[src/rtl/div_iter_unit_pkg.sv]
// Shared encodings and constants for the iterative divider.
package div_iter_unit_pkg;

  localparam int DIV_WIDTH = 32;

  // FSM encodings; also visible on the debug state port.
  typedef enum logic [1:0] {
    DIV_IDLE = 2'd0,
    DIV_BUSY = 2'd1,
    DIV_DONE = 2'd2
  } div_state_e;

endpackage

[src/rtl/div_sign_fix.sv]
// Conditional two's-complement negate. Used both to take operand magnitudes
// and to apply the sign fix-up to the finished quotient and remainder.
module div_sign_fix #(
  parameter int WIDTH = 32
) (
  input  logic [WIDTH-1:0] din,
  input  logic             neg,
  output logic [WIDTH-1:0] dout
);

  // Negate when requested; the most negative value maps to itself, which is
  // exactly the unsigned magnitude the iteration needs.
  always_comb begin
    dout = din;
    if (neg) begin
      dout = {WIDTH{1'b0}} - din;
    end
  end

endmodule

[src/rtl/div_iter_unit.sv]
// Multi-cycle radix-2 restoring divider for DIV/DIVU.
// Returns {remainder, quotient} = {HI, LO}.
//
// Handshake: the requester holds opn_valid with stable operands; the unit
// accepts on the first IDLE edge where opn_valid=1 and flush=0. When the
// result is ready, res_valid rises and stays high with result stable until an
// edge with res_ready=1 completes the transfer. flush aborts at any edge and
// wins over both accept and completion; rst (async, active-low) wins over all.
module div_iter_unit
  import div_iter_unit_pkg::*;
#(
  parameter int WIDTH = DIV_WIDTH,
  parameter int CNT_W = 6
) (
  input  logic                 clk,
  input  logic                 rst,
  input  logic                 flush,
  input  logic [WIDTH-1:0]     a,
  input  logic [WIDTH-1:0]     b,
  input  logic                 sign,
  input  logic                 opn_valid,
  input  logic                 res_ready,
  output logic                 res_valid,
  output logic [2*WIDTH-1:0]   result,
  output logic [1:0]           dbg_state
);

  // The counter runs 0..WIDTH-1 over the quotient-bit edges; one extra
  // edge at WIDTH applies the sign fix-up from registered values, which keeps
  // the negate off the iteration path.
  localparam logic [CNT_W-1:0] CNT_FIX = CNT_W'(WIDTH);

  div_state_e           state_q, state_d;
  logic [CNT_W-1:0]     cnt_q, cnt_d;
  logic [WIDTH-1:0]     rem_q, rem_d;     // partial remainder
  logic [WIDTH-1:0]     dvd_q, dvd_d;     // dividend bits out at top, quotient bits in at bottom
  logic [WIDTH-1:0]     dvs_q, dvs_d;     // divisor magnitude
  logic                 quot_neg_q, quot_neg_d;
  logic                 rem_neg_q, rem_neg_d;
  logic                 res_valid_q, res_valid_d;
  logic [2*WIDTH-1:0]   result_q, result_d;

  logic [WIDTH-1:0]     mag_a, mag_b;
  logic [WIDTH-1:0]     quot_fix, rem_fix;
  logic [WIDTH:0]       r_shift;
  logic                 q_bit;
  logic [WIDTH-1:0]     r_next;

  div_sign_fix #(.WIDTH(WIDTH)) u_mag_a (
    .din  (a),
    .neg  (sign & a[WIDTH-1]),
    .dout (mag_a)
  );

  div_sign_fix #(.WIDTH(WIDTH)) u_mag_b (
    .din  (b),
    .neg  (sign & b[WIDTH-1]),
    .dout (mag_b)
  );

  div_sign_fix #(.WIDTH(WIDTH)) u_fix_q (
    .din  (dvd_q),
    .neg  (quot_neg_q),
    .dout (quot_fix)
  );

  div_sign_fix #(.WIDTH(WIDTH)) u_fix_r (
    .din  (rem_q),
    .neg  (rem_neg_q),
    .dout (rem_fix)
  );

  // One restoring step: shift in the next dividend bit, subtract if it fits.
  // The shifted value is WIDTH+1 bits; after a successful subtract the result
  // is below the divisor, so the low WIDTH bits of the difference are exact.
  always_comb begin
    r_shift = {rem_q, dvd_q[WIDTH-1]};
    q_bit   = (r_shift >= {1'b0, dvs_q});
    r_next  = r_shift[WIDTH-1:0];
    if (q_bit) begin
      r_next = r_shift[WIDTH-1:0] - dvs_q;
    end
  end

  // Next-state, datapath and registered-output logic for IDLE/BUSY/DONE.
  always_comb begin
    state_d     = state_q;
    cnt_d       = cnt_q;
    rem_d       = rem_q;
    dvd_d       = dvd_q;
    dvs_d       = dvs_q;
    quot_neg_d  = quot_neg_q;
    rem_neg_d   = rem_neg_q;
    res_valid_d = res_valid_q;
    result_d    = result_q;

    if (flush) begin
      // Abort: drop any in-flight op; the last completed result is kept.
      state_d     = DIV_IDLE;
      res_valid_d = 1'b0;
    end else begin
      case (state_q)
        DIV_IDLE: begin
          if (opn_valid) begin
            dvd_d      = mag_a;
            dvs_d      = mag_b;
            quot_neg_d = sign & (a[WIDTH-1] ^ b[WIDTH-1]);
            rem_neg_d  = sign & a[WIDTH-1];
            rem_d      = '0;
            cnt_d      = '0;
            state_d    = DIV_BUSY;
          end
        end
        DIV_BUSY: begin
          if (cnt_q == CNT_FIX) begin
            result_d    = {rem_fix, quot_fix};
            res_valid_d = 1'b1;
            state_d     = DIV_DONE;
          end else begin
            rem_d = r_next;
            dvd_d = {dvd_q[WIDTH-2:0], q_bit};
            cnt_d = cnt_q + CNT_W'(1);
          end
        end
        DIV_DONE: begin
          if (res_ready) begin
            res_valid_d = 1'b0;
            state_d     = DIV_IDLE;
          end
        end
        default: begin
          state_d     = DIV_IDLE;
          res_valid_d = 1'b0;
        end
      endcase
    end
  end

  // State and datapath registers; async active-low reset clears everything.
  always_ff @(posedge clk or negedge rst) begin
    if (!rst) begin
      state_q     <= DIV_IDLE;
      cnt_q       <= '0;
      rem_q       <= '0;
      dvd_q       <= '0;
      dvs_q       <= '0;
      quot_neg_q  <= 1'b0;
      rem_neg_q   <= 1'b0;
      res_valid_q <= 1'b0;
      result_q    <= '0;
    end else begin
      state_q     <= state_d;
      cnt_q       <= cnt_d;
      rem_q       <= rem_d;
      dvd_q       <= dvd_d;
      dvs_q       <= dvs_d;
      quot_neg_q  <= quot_neg_d;
      rem_neg_q   <= rem_neg_d;
      res_valid_q <= res_valid_d;
      result_q    <= result_d;
    end
  end

  assign res_valid = res_valid_q;
  assign result    = result_q;
  assign dbg_state = state_q;

endmodule

[config.mk]
export PLATFORM = sky130hd
export DESIGN_NAME = div_iter_unit
export DESIGN_NICKNAME = d
export VERILOG_FILES = /design/src/rtl/div_iter_unit_pkg.sv /design/src/rtl/div_sign_fix.sv /design/src/rtl/div_iter_unit.sv
export SDC_FILE = /design/constraint.sdc
export NUM_CORES = 1
export LEC_CHECK = 0
export BUFFER_PORTS_ARGS = -buffer_cell sky130_fd_sc_hd__buf_2
export CAP_MARGIN = 10
export CORE_MARGIN = 5
export CORE_UTILIZATION = 60
export CTS_CLUSTER_SIZE = 20
export DETAILED_ROUTE_END_ITERATION = 12
export PLACE_DENSITY = 0.88
export SYNTH_ARGS = -nofsm -noshare
export SYNTH_HDL_FRONTEND = slang
export SYNTH_HIERARCHICAL = 1
export SYNTH_SLANG_ARGS = --single-unit
[constraint.sdc]
create_clock -name clk -period 3.8 [get_ports clk]
set_input_delay 0.76 -clock clk [delete_from_list [all_inputs] [get_ports clk]]
set_output_delay 0.76 -clock clk [all_outputs]
set_load 0.01 [all_outputs]
==> flow_summary.ini, run 1 <==
[run_status]
status = completed

[pwr]
p_leak_nw = 5.920
total_power_mw = 5.365
power_density_nw_per_um2 = 402.0
irDropWorstVdd_mv = 0.3161

[die]
start_util_pct = 60.99
io-pin-count = 137
core_area_um2 = 19530
die_h_um = 150.9
rows = 51
die_area_um2 = 22770
fp.dieW_um = 150.9

[drt]
drt_iter0_markers = 1191
via_per_inst = 6.201
first_pass_iters = 8
routed-via-count = 10561
drtAntennaViolNets = 0
post_drt_wl_per_cell_um = 18.64
drt-total-wl_um = 31740
route.detailed.drc = 0

[sta]
rsz0062_at_grt = no
period_share_pct = 83.99
fin_worst_skew_ps = 11.83
finalSetupViolations = 0
setup_tns_ps = 0
finalCriticalPeriod_ps = 3192
finalHoldViolCount = 0
worstMarginPinSlew_ps = 1154
slew_headroom_pct = 23.05
max_freq_ghz = 0.3133
drv_slew = 0

[synth]
synth-edff-count = 0
syn_area_um2 = 11910
ys.warnings.count = 6
ys_seq_elements = 171
postSynthCellCount = 1324
seq_area_frac_synth_pct = 35.93
synth.distinct_cells = 70
syn_avg_cell_area_um2 = 8.995
synthArstFlopShare_pct = 100.0
synth_ff_type = dfrtp_1
synth_nets = 1433

[placement]
post-dp-hpwl_um = 23360
gp_congestion = 0.9593
port_buffers = 136

[global_routing]
groute.usage.overall_pct = 28.27
antenna_found_initial = 1
grt_pass1_wl_um = 51540
grt_pass1_vias = 9890
grt_overflow = 0
grt_max_degree = 104

[clock_network]
post-cts-setup-buffers = 0
insertion_delay_ps = 430
cts.htree.levels = 4
postCtsHoldBufs = 0
clk_pin_slew_ps = 70
cts_made_buffers = 17
cts_tree = yes
clock-root-buffer = clkbuf_16
cts.sinks = 171
cts_buffer_depth = 2
cts_resized = 0

[setup_path]
worstPathArrival_ps = 3510
worstPathMaxFanout = 8
worst_setup_path_end_kind = register
path_cells = ha_1 > and3_1 > and4_4 > a221oi_2 > a21oi_2 > o21a_2 > o21ai_1 > or2b_1 > a32o_1
path_class = reg -> reg
cp-start-kind = register
slowest_stage = o21ai_1
path_buf_inv = 0
worstPathRequired_ps = 4120
cp_slowest_stage_delay_ps = 530
crit_family = compound AO/OA/AOI/OAI gates

[final_layout]
drive_gt1_share_pct = 20.11
fin_nets = 1533
fill_cells = 1532
syn_to_final_growth_pct = 12.06

[flow_run]
drv_cap = 0

[min_path]
hold_class = in -> async
-- cells in the mapped netlist, drive strengths merged (8+ instances only) --
library cell,count,area share [%]
buf,22,1.6
nand4,16,0.84
or3,9,0.47
xnor2,135,9.9
nand2b,13,0.68
clkbuf,53,1.7
or4,18,1.4
a32oi,8,0.59
o41ai,44,3.7
dfrtp,171,36
o31ai,32,2.0
nand2,183,5.9
a31oi,38,2.0
mux2i,21,1.8
a21o,10,0.63
nor2,75,2.4
nor3,9,0.38
mux2,67,6.4
ha,38,4.0
o21ai,113,4.8
inv,65,2.0
nand3,16,0.67
nor4,17,0.89
a21oi,42,1.8
nand3b,10,0.63
xor2,12,0.88
-- where the power goes --
group          internal, mW  switching, mW  leakage (nW)
Sequential             1.96          0.214          2.24
Combinational         0.568          0.830          3.38
Clock                  1.02          0.769         0.298
-- metrics by stage --
stage          hold slack (ps)  util [%]  setup WS, ps  area, µm²  instances
6_report                 429.5     68.35         608.3      13350       1703
5_1_grt                  518.3     68.35         459.0      13350       1703
4_1_cts                  482.8     68.33         651.8      13340       1702
3_5_place_dp             490.8     65.20         672.2      12730       1670
3_3_place_gp             485.1     65.20         768.3      12730       1670
2_1_floorplan            464.4         -          1068      11910       1324
-- placed cells by master (no fill, tap or decap), drive strengths merged, types with 19 or more instances in the layout --
| cell | netlist | routed |
|---|---|---|
| nand2 | 183 | 183 |
| mux2i | 21 | 21 |
| buf | 22 | 156 |
| o21ai | 113 | 113 |
| inv | 65 | 69 |
| nor2 | 75 | 75 |
| a31oi | 38 | 38 |
| dfrtp | 171 | 171 |
| o31ai | 32 | 32 |
| a21oi | 42 | 42 |
| o41ai | 44 | 44 |
| mux2 | 67 | 67 |
| clkbuf | 53 | 19 |
| ha | 38 | 38 |
| xnor2 | 135 | 135 |
-- worst register-to-register path, cell delays in order (launching register included) --
cell and delay (ps):
dfrtp_1 480, ha_1 460, and3_1 250, and4_4 200, a221oi_2 290, a21oi_2 120, o21a_2 240, o21ai_1 530
or2b_1 280, a32o_1 240
-- per-layer routing --
| layer | vias up | global-route usage, % | share of wire, % |
|---|---|---|---|
| met5 | - | 0 | 0 |
| met4 | 0 | 7.752 | 1.7 |
| li1 | 4981 | - | - |
| met2 | 504 | 42.89 | 44 |
| met1 | 5017 | 42.04 | 45 |
| met3 | 59 | 4.698 | 8.8 |
-- final cells by class --
cell class              count  area [µm²]  area share (%)
diodes                      1       2.502         0.01875
clock buffers              19       452.9           3.394
clock inverters            13       158.9           1.191
inverters                  65       244.0           1.828
multi-input cells        1013        7014           52.56
flip-flops and latches    171        4279           32.06
well taps                 265       331.6           2.485
repair buffers            156       862.1           6.460
-- flip-flops by register name (all words and copies together), names as in the netlist --
| signal | count |
|---|---|
| cnt_q | 6 |
| res_valid | 1 |
| rem_neg_q | 1 |
| dvd_q | 32 |
| dvs_q | 32 |
| rem_q | 32 |
| quot_neg_q | 1 |
| dbg_state | 2 |
| result | 64 |
-- path summary, 6_finish.rpt --
kind                            start         end  slack (ps)  depth (start not counted)
hold reg to reg            result[15]  result[15]         500                          1
max in group asynchronous         rst  result[60]        2530                          2
setup / recovery            rem_q[12]   rem_q[30]         610                          9
hold / removal                    rst   res_valid         430                          1
min in group clk           result[15]  result[15]         500                          1
setup reg to reg            rem_q[12]   rem_q[30]         610                          9
-- kinds of logic (layout without fill, tap and decap cells) --
kind of cell    count (synthesis)  after routing  share of synthesized area, %
fa+ha+maj                      39             39                         4.161
compound gates                330            330                         18.76
buf+inv                       140            253                         5.285
other cells                     0              1                             0
mux                            88             88                         8.132
xor+xnor                      147            147                         10.81
simple gates                  409            409                         16.92
flops                         171            171                         35.93
Power figures use the tool's default switching activity.
==> run 2: changes to the inputs <==
--- a/config.mk
+++ b/config.mk
@@ -5,10 +5,11 @@
 export SDC_FILE = /design/constraint.sdc
 export NUM_CORES = 1
 export LEC_CHECK = 0
+export ABC_AREA = 1
 export BUFFER_PORTS_ARGS = -buffer_cell sky130_fd_sc_hd__buf_2
 export CAP_MARGIN = 10
 export CORE_MARGIN = 5
-export CORE_UTILIZATION = 60
+export CORE_UTILIZATION = 61
 export CTS_CLUSTER_SIZE = 20
 export DETAILED_ROUTE_END_ITERATION = 12
 export PLACE_DENSITY = 0.88
==> constraint.sdc (replaced) <==
create_clock -name clk -period 3.2 [get_ports clk]
set_input_delay 0.64 -clock clk [delete_from_list [all_inputs] [get_ports clk]]
set_output_delay 0.64 -clock clk [all_outputs]
set_load 0.01 [all_outputs]
==> flow_summary.ini, run 2 <==
[synth]
postSynthCellCount = 2300
yosys-top-cells-area = dfrtp_1 30%, nand2_1 25%, inv_1 7.9%
synthArstFlopShare_pct = 100.0
yosysTopAreaCell = dfrtp_1
ys_seq_elements = 171
syn_avg_cell_area_um2 = 6.179
synth.top_cell.area_share_pct = 30.11
ys.warnings.count = 6
synth-edff-count = 0
yosys-top-cells-count = 965 x nand2_1, 299 x inv_1, 236 x nor2_1
synth_nets = 2409
seq_area_frac_synth_pct = 30.11
syn_area_um2 = 14210
yosysMostFrequentCell = nand2_1
synth.distinct_cells = 40
synth_ff_type = dfrtp_1

[sta]
worstMarginPinSlew_ps = 598.1
period_share_pct = 85.16
rsz0062_at_grt = no
finalSetupViolations = 0
finalHoldViolCount = 0
fin_ws_ps = 474.8
max_freq_ghz = 0.3669
drv_slew = 0
fin_worst_skew_ps = 14.50
setup_tns_ps = 0
slew_headroom_pct = 60.12
finalCriticalPeriod_ps = 2725

[final_layout]
fin_cells = 2730
multiInputGateArea_um2 = 8313
n_antenna_cell = 0
fin_nets = 2514
final_util_pct = 68.33
final_common_cell = nand2_1
layout_common_cells = 965 x nand2_1, 299 x inv_1, 235 x nor2_1, 171 x dfrtp_1, 150 x nand3_1
design_area_um2 = 15560
largest_reg_flops = 64
drive_gt1_share_pct = 10.72
syn_to_final_growth_pct = 9.516
final-seq-area_um2 = 4279
fill_cells = 1993

[setup_path]
worst_setup_path_end_kind = register
worstPathRequired_ps = 3530
worstPathMaxFanout = 21
path_class = reg -> reg
worstPathArrival_ps = 3060
cp-start-kind = register

[clock_network]
postCtsHoldBufs = 0
cts_made_buffers = 17
clk_pin_slew_ps = 80
cts.sinks = 171
cts_resized = 0
post-cts-setup-buffers = 0
cts.htree.levels = 4
insertion_delay_ps = 450
clock-root-buffer = clkbuf_16
cts_tree = yes
cts_buffer_depth = 2

[die]
fp.dieW_um = 162.6
die_area_um2 = 26450
rows = 55
core_area_um2 = 22780
start_util_pct = 62.39
io-pin-count = 137
die_h_um = 162.6

[placement]
post_dp_cell_area_um2 = 14960
port_buffers = 136
dp_cells = 2699
dpl_worst_slack_ps = 536.7
gp_congestion = 1.061
post-dp-hpwl_um = 32210

[global_routing]
grt_max_degree = 69
antenna_found_initial = 0
grt_overflow = 0
grt_pass1_wl_um = 65450
grt_pass1_vias = 13082
groute.usage.overall_pct = 30.46

[run_status]
status = completed

[drt]
drt_iter0_markers = 1600
drtAntennaViolNets = 0
via_per_inst = 5.332
route.detailed.drc = 0
first_pass_iters = 8
post_drt_wl_per_cell_um = 14.81
drt-total-wl_um = 40440
routed-via-count = 14556

[pwr]
irDropWorstVdd_mv = 0.4656
p_leak_nw = 8.841
power_density_nw_per_um2 = 760.9

[flow_run]
drv_cap = 0

[min_path]
hold_class = in -> async
run 2: changes by cell type after synthesis, sizes merged, moves of 30 or more:
cell	before	now
a31oi	38	0
clkbuf	53	23
inv	65	307
mux2	67	0
nand2	183	986
nand3	16	151
nor2	75	276
o211ai	4	35
o41ai	44	0
xnor2	135	54
run 2: area by class of cell:
class | instances | share of cell area [%]
well taps | 313 | 2.516
multi-input cells | 1757 | 53.41
clock buffers | 18 | 2.822
clock inverters | 13 | 1.045
flip-flops and latches | 171 | 27.49
inverters | 307 | 7.420
repair buffers | 151 | 5.297
run 2: report_power, final:
group | total [mW] | leakage (nW) | switching [mW] | internal, mW
Combinational | 6.07 | 6.32 | 4.00 | 2.08
Sequential | 3.63 | 2.22 | 0.719 | 2.91
Clock | 2.14 | 0.295 | 0.951 | 1.19
Total | 11.8 | 8.84 | 5.67 | 6.17
run 2: cell families (layout without fill, tap and decap cells):
family / after synthesis / in the layout / share of synthesized area, %
AOI/OAI and AO/OA: 180 / 180 / 7.157
xor gates and xnor gates: 73 / 73 / 4.499
adders and majority gates: 39 / 39 / 3.486
buffers and inverters: 372 / 489 / 11.50
and+or+nand+nor: 1465 / 1465 / 43.25
DFF: 171 / 171 / 30.11
run 2: final timing paths:
check / start / endpoint / slack [ps] / cells after the start
max in group asynchronous: rst / result[58] / 2130 / 2
setup reg to reg: rem_q[27] / rem_q[28] / 470 / 14
hold / removal: rst / dvd_q[20] / 170 / 1
min in group clk: result[56] / result[56] / 460 / 2
hold reg to reg: result[56] / result[56] / 460 / 2
setup / recovery: rem_q[27] / rem_q[28] / 470 / 14
run 2: per-layer routing:
layer | track usage (%) | wire length (µm) | vias to the layer above
met5 | 0 | 0 | -
met4 | 7.358 | 755 | 0
met3 | 3.872 | 3849 | 68
met2 | 45.96 | 17080 | 651
met1 | 46.65 | 18750 | 6546
li1 | - | - | 7291
run 2: metrics by stage:
step	power (mW)	hold slack, ps
final	11.84	167.1
after global routing	12.76	201.8
after detailed placement	9.537	453.2
after global placement	9.387	448.4
after CTS	11.74	176.9
after floorplan	7.827	344.4
run 2: worst max-delay path, stage by stage (launching register included):
cell and delay (ps):
dfrtp_1 510, ha_1 420, nand2_1 180, inv_1 60, nand2_1 80, nand2_1 50, a21oi_1 250, nand2_2 100
nor2_4 300, buf_4 320, nand3_1 100, nand2_1 90, inv_1 40, nand2_1 50, nand2_1 40
==> run 3: changes to the inputs <==
==> constraint.sdc (replaced) <==
create_clock -name clk -period 2.6 [get_ports clk]
set_input_delay 0.52 -clock clk [delete_from_list [all_inputs] [get_ports clk]]
set_output_delay 0.52 -clock clk [all_outputs]
set_load 0.01 [all_outputs]
==> flow_summary.ini, run 3 (synthesis results as in run 2) <==
[pwr]
p_comb_share_pct = 52.0
p_seq_share_pct = 29.6
p_leak_nw = 8.959
swShare_pct = 47.56
irDropWorstVdd_mv = 0.5534
power_density_nw_per_um2 = 941.5
power.switching_mw = 7.082
power.share.clock_pct = 18.3
total_power_mw = 14.89
p_int_mw = 7.810

[clock_network]
cts_made_buffers = 17
cts_resized = 0
post-cts-setup-buffers = 0
cts_tree = yes
cts.htree.levels = 4
cts.sinks = 171
clk_pin_slew_ps = 70
postCtsHoldBufs = 0
cts_buffer_depth = 2
clock-root-buffer = clkbuf_16
insertion_delay_ps = 440

[sta]
setup_tns_ps = 0
worstMarginPinSlew_ps = 521.9
finalCriticalPeriod_ps = 2430
drv_slew = 0
fin_ws_ps = 169.5
fin_worst_skew_ps = 9.400
finalHoldViolCount = 0
rsz0062_at_grt = no
max_freq_ghz = 0.4114
slew_headroom_pct = 64.94
period_share_pct = 93.48
finalSetupViolations = 0

[setup_path]
worstPathRequired_ps = 2930
worst_setup_path_end_kind = register
r2r_cells = 14
worstPathMaxFanout = 17
path_class = reg -> reg
path_cells = ha_1 > nand2_1 > inv_1 > nand2_1 > nand2_1 > a21oi_1 > nand2_2 > nor2_4 > buf_4 > nand3_1 > nand2_1 > inv_1 > nand2_1 > nand2_1
slowest_stage = dfrtp_1
crit_path_start = rem_q[27]
cp_slowest_stage_delay_ps = 490
cp-start-kind = register
path_buf_inv = 3
reg2reg_from = rem_q[27]
crit_top_cell = nand2_1
worstPathArrival_ps = 2760
crit_family = simple AND/OR/NAND/NOR gates
r2r-end = rem_q[27]
r2r_slack_ps = 170

[placement]
dpl_worst_slack_ps = 66.02
gp_congestion = 1.053
dp_cells = 2717
post-dp-hpwl_um = 32300
port_buffers = 136

[min_path]
hold_class = in -> async

[die]
die_h_um = 162.6
rows = 55
die_area_um2 = 26450
start_util_pct = 62.39
fp.dieW_um = 162.6
core_area_um2 = 22780
io-pin-count = 137

[run_status]
status = completed

[global_routing]
antenna_found_initial = 1
grt_pass1_vias = 13711
grt_pass1_wl_um = 67120
groute.usage.overall_pct = 30.88
grt_overflow = 0
grt_max_degree = 77

[final_layout]
layout_common_cells = 965 x nand2_1, 299 x inv_1, 235 x nor2_1, 171 x dfrtp_1, 150 x nand3_1
final_common_cell = nand2_1
largest_reg_flops = 64
syn_to_final_growth_pct = 11.30
fin_cells = 2750
final_util_pct = 69.44
drive_gt1_share_pct = 11.49
fin_nets = 2533
fill_cells = 1978
n_antenna_cell = 0

[drt]
drtAntennaViolNets = 0
post_drt_wl_per_cell_um = 14.90
routed-via-count = 15037
drt_iter0_markers = 1685
drt-total-wl_um = 40980
via_per_inst = 5.468
first_pass_iters = 6
route.detailed.drc = 0

[flow_run]
drv_cap = 0
run 3: cell count changes in the layout (fill, tap and decap cells not counted), sizes merged:
cell and delta:
nand2 +1, inv -2, buf +18, clkinvlp -1, clkinv +2, bufinv +1, clkbuf +1
run 3: layout make-up:
class	count	area [µm²]	area share [%]
clock inverters	13	183.9	1.163
inverters	307	1155	7.301
clock buffers	19	452.9	2.863
multi-input cells	1758	8354	52.82
well taps	313	391.6	2.476
flip-flops and latches	171	4279	27.05
repair buffers	169	1001	6.328
run 3: power groups by stage:
stage / Combinational [mW] / Sequential [mW] / Clock, mW
floorplan: 5.24 / 4.40 / 0
global placement: 7.25 / 4.37 / 0
detailed placement: 7.46 / 4.42 / 0
CTS: 7.54 / 4.38 / 2.74
global route: 8.60 / 4.52 / 2.88
finish: 7.75 / 4.41 / 2.73
run 3: per-stage QoR:
stage               hold slack (ps)  area, µm²
finish                        17.53      15820
global route                  46.99      15820
CTS                           21.11      15770
detailed placement            453.4      15140
global placement              448.0      15140
floorplan                     224.4      14210
run 3: worst register-to-register path, delay by kind of cell (launching register included):
family,cells,cell delay [ps]
adder cells (fa/ha/maj),1,410
flip-flops,1,490
AO/OA/AOI/OAI,1,150
buffers and inverters,3,380
AND/OR/NAND/NOR,9,880
run 3: worst max path at each step:
stage	endpoint	slack [ps]	depth (start not counted)
finish	rem_q[27]	170	14
global route	rem_q[25]	5	16
CTS	rem_q[1]	40	12
detailed placement	rem_q[9]	70	12
global placement	rem_q[27]	100	12
floorplan	rem_q[12]	610	12
run 3: routing by layer:
| metal | track usage (%) | wire (µm) | vias to the layer above |
|---|---|---|---|
| met5 | 0 | 13 | - |
| met4 | 9.340 | 1049 | 2 |
| met3 | 4.986 | 4461 | 97 |
| met2 | 46.91 | 17520 | 817 |
| met1 | 45.57 | 17940 | 6780 |
| li1 | - | - | 7341 |
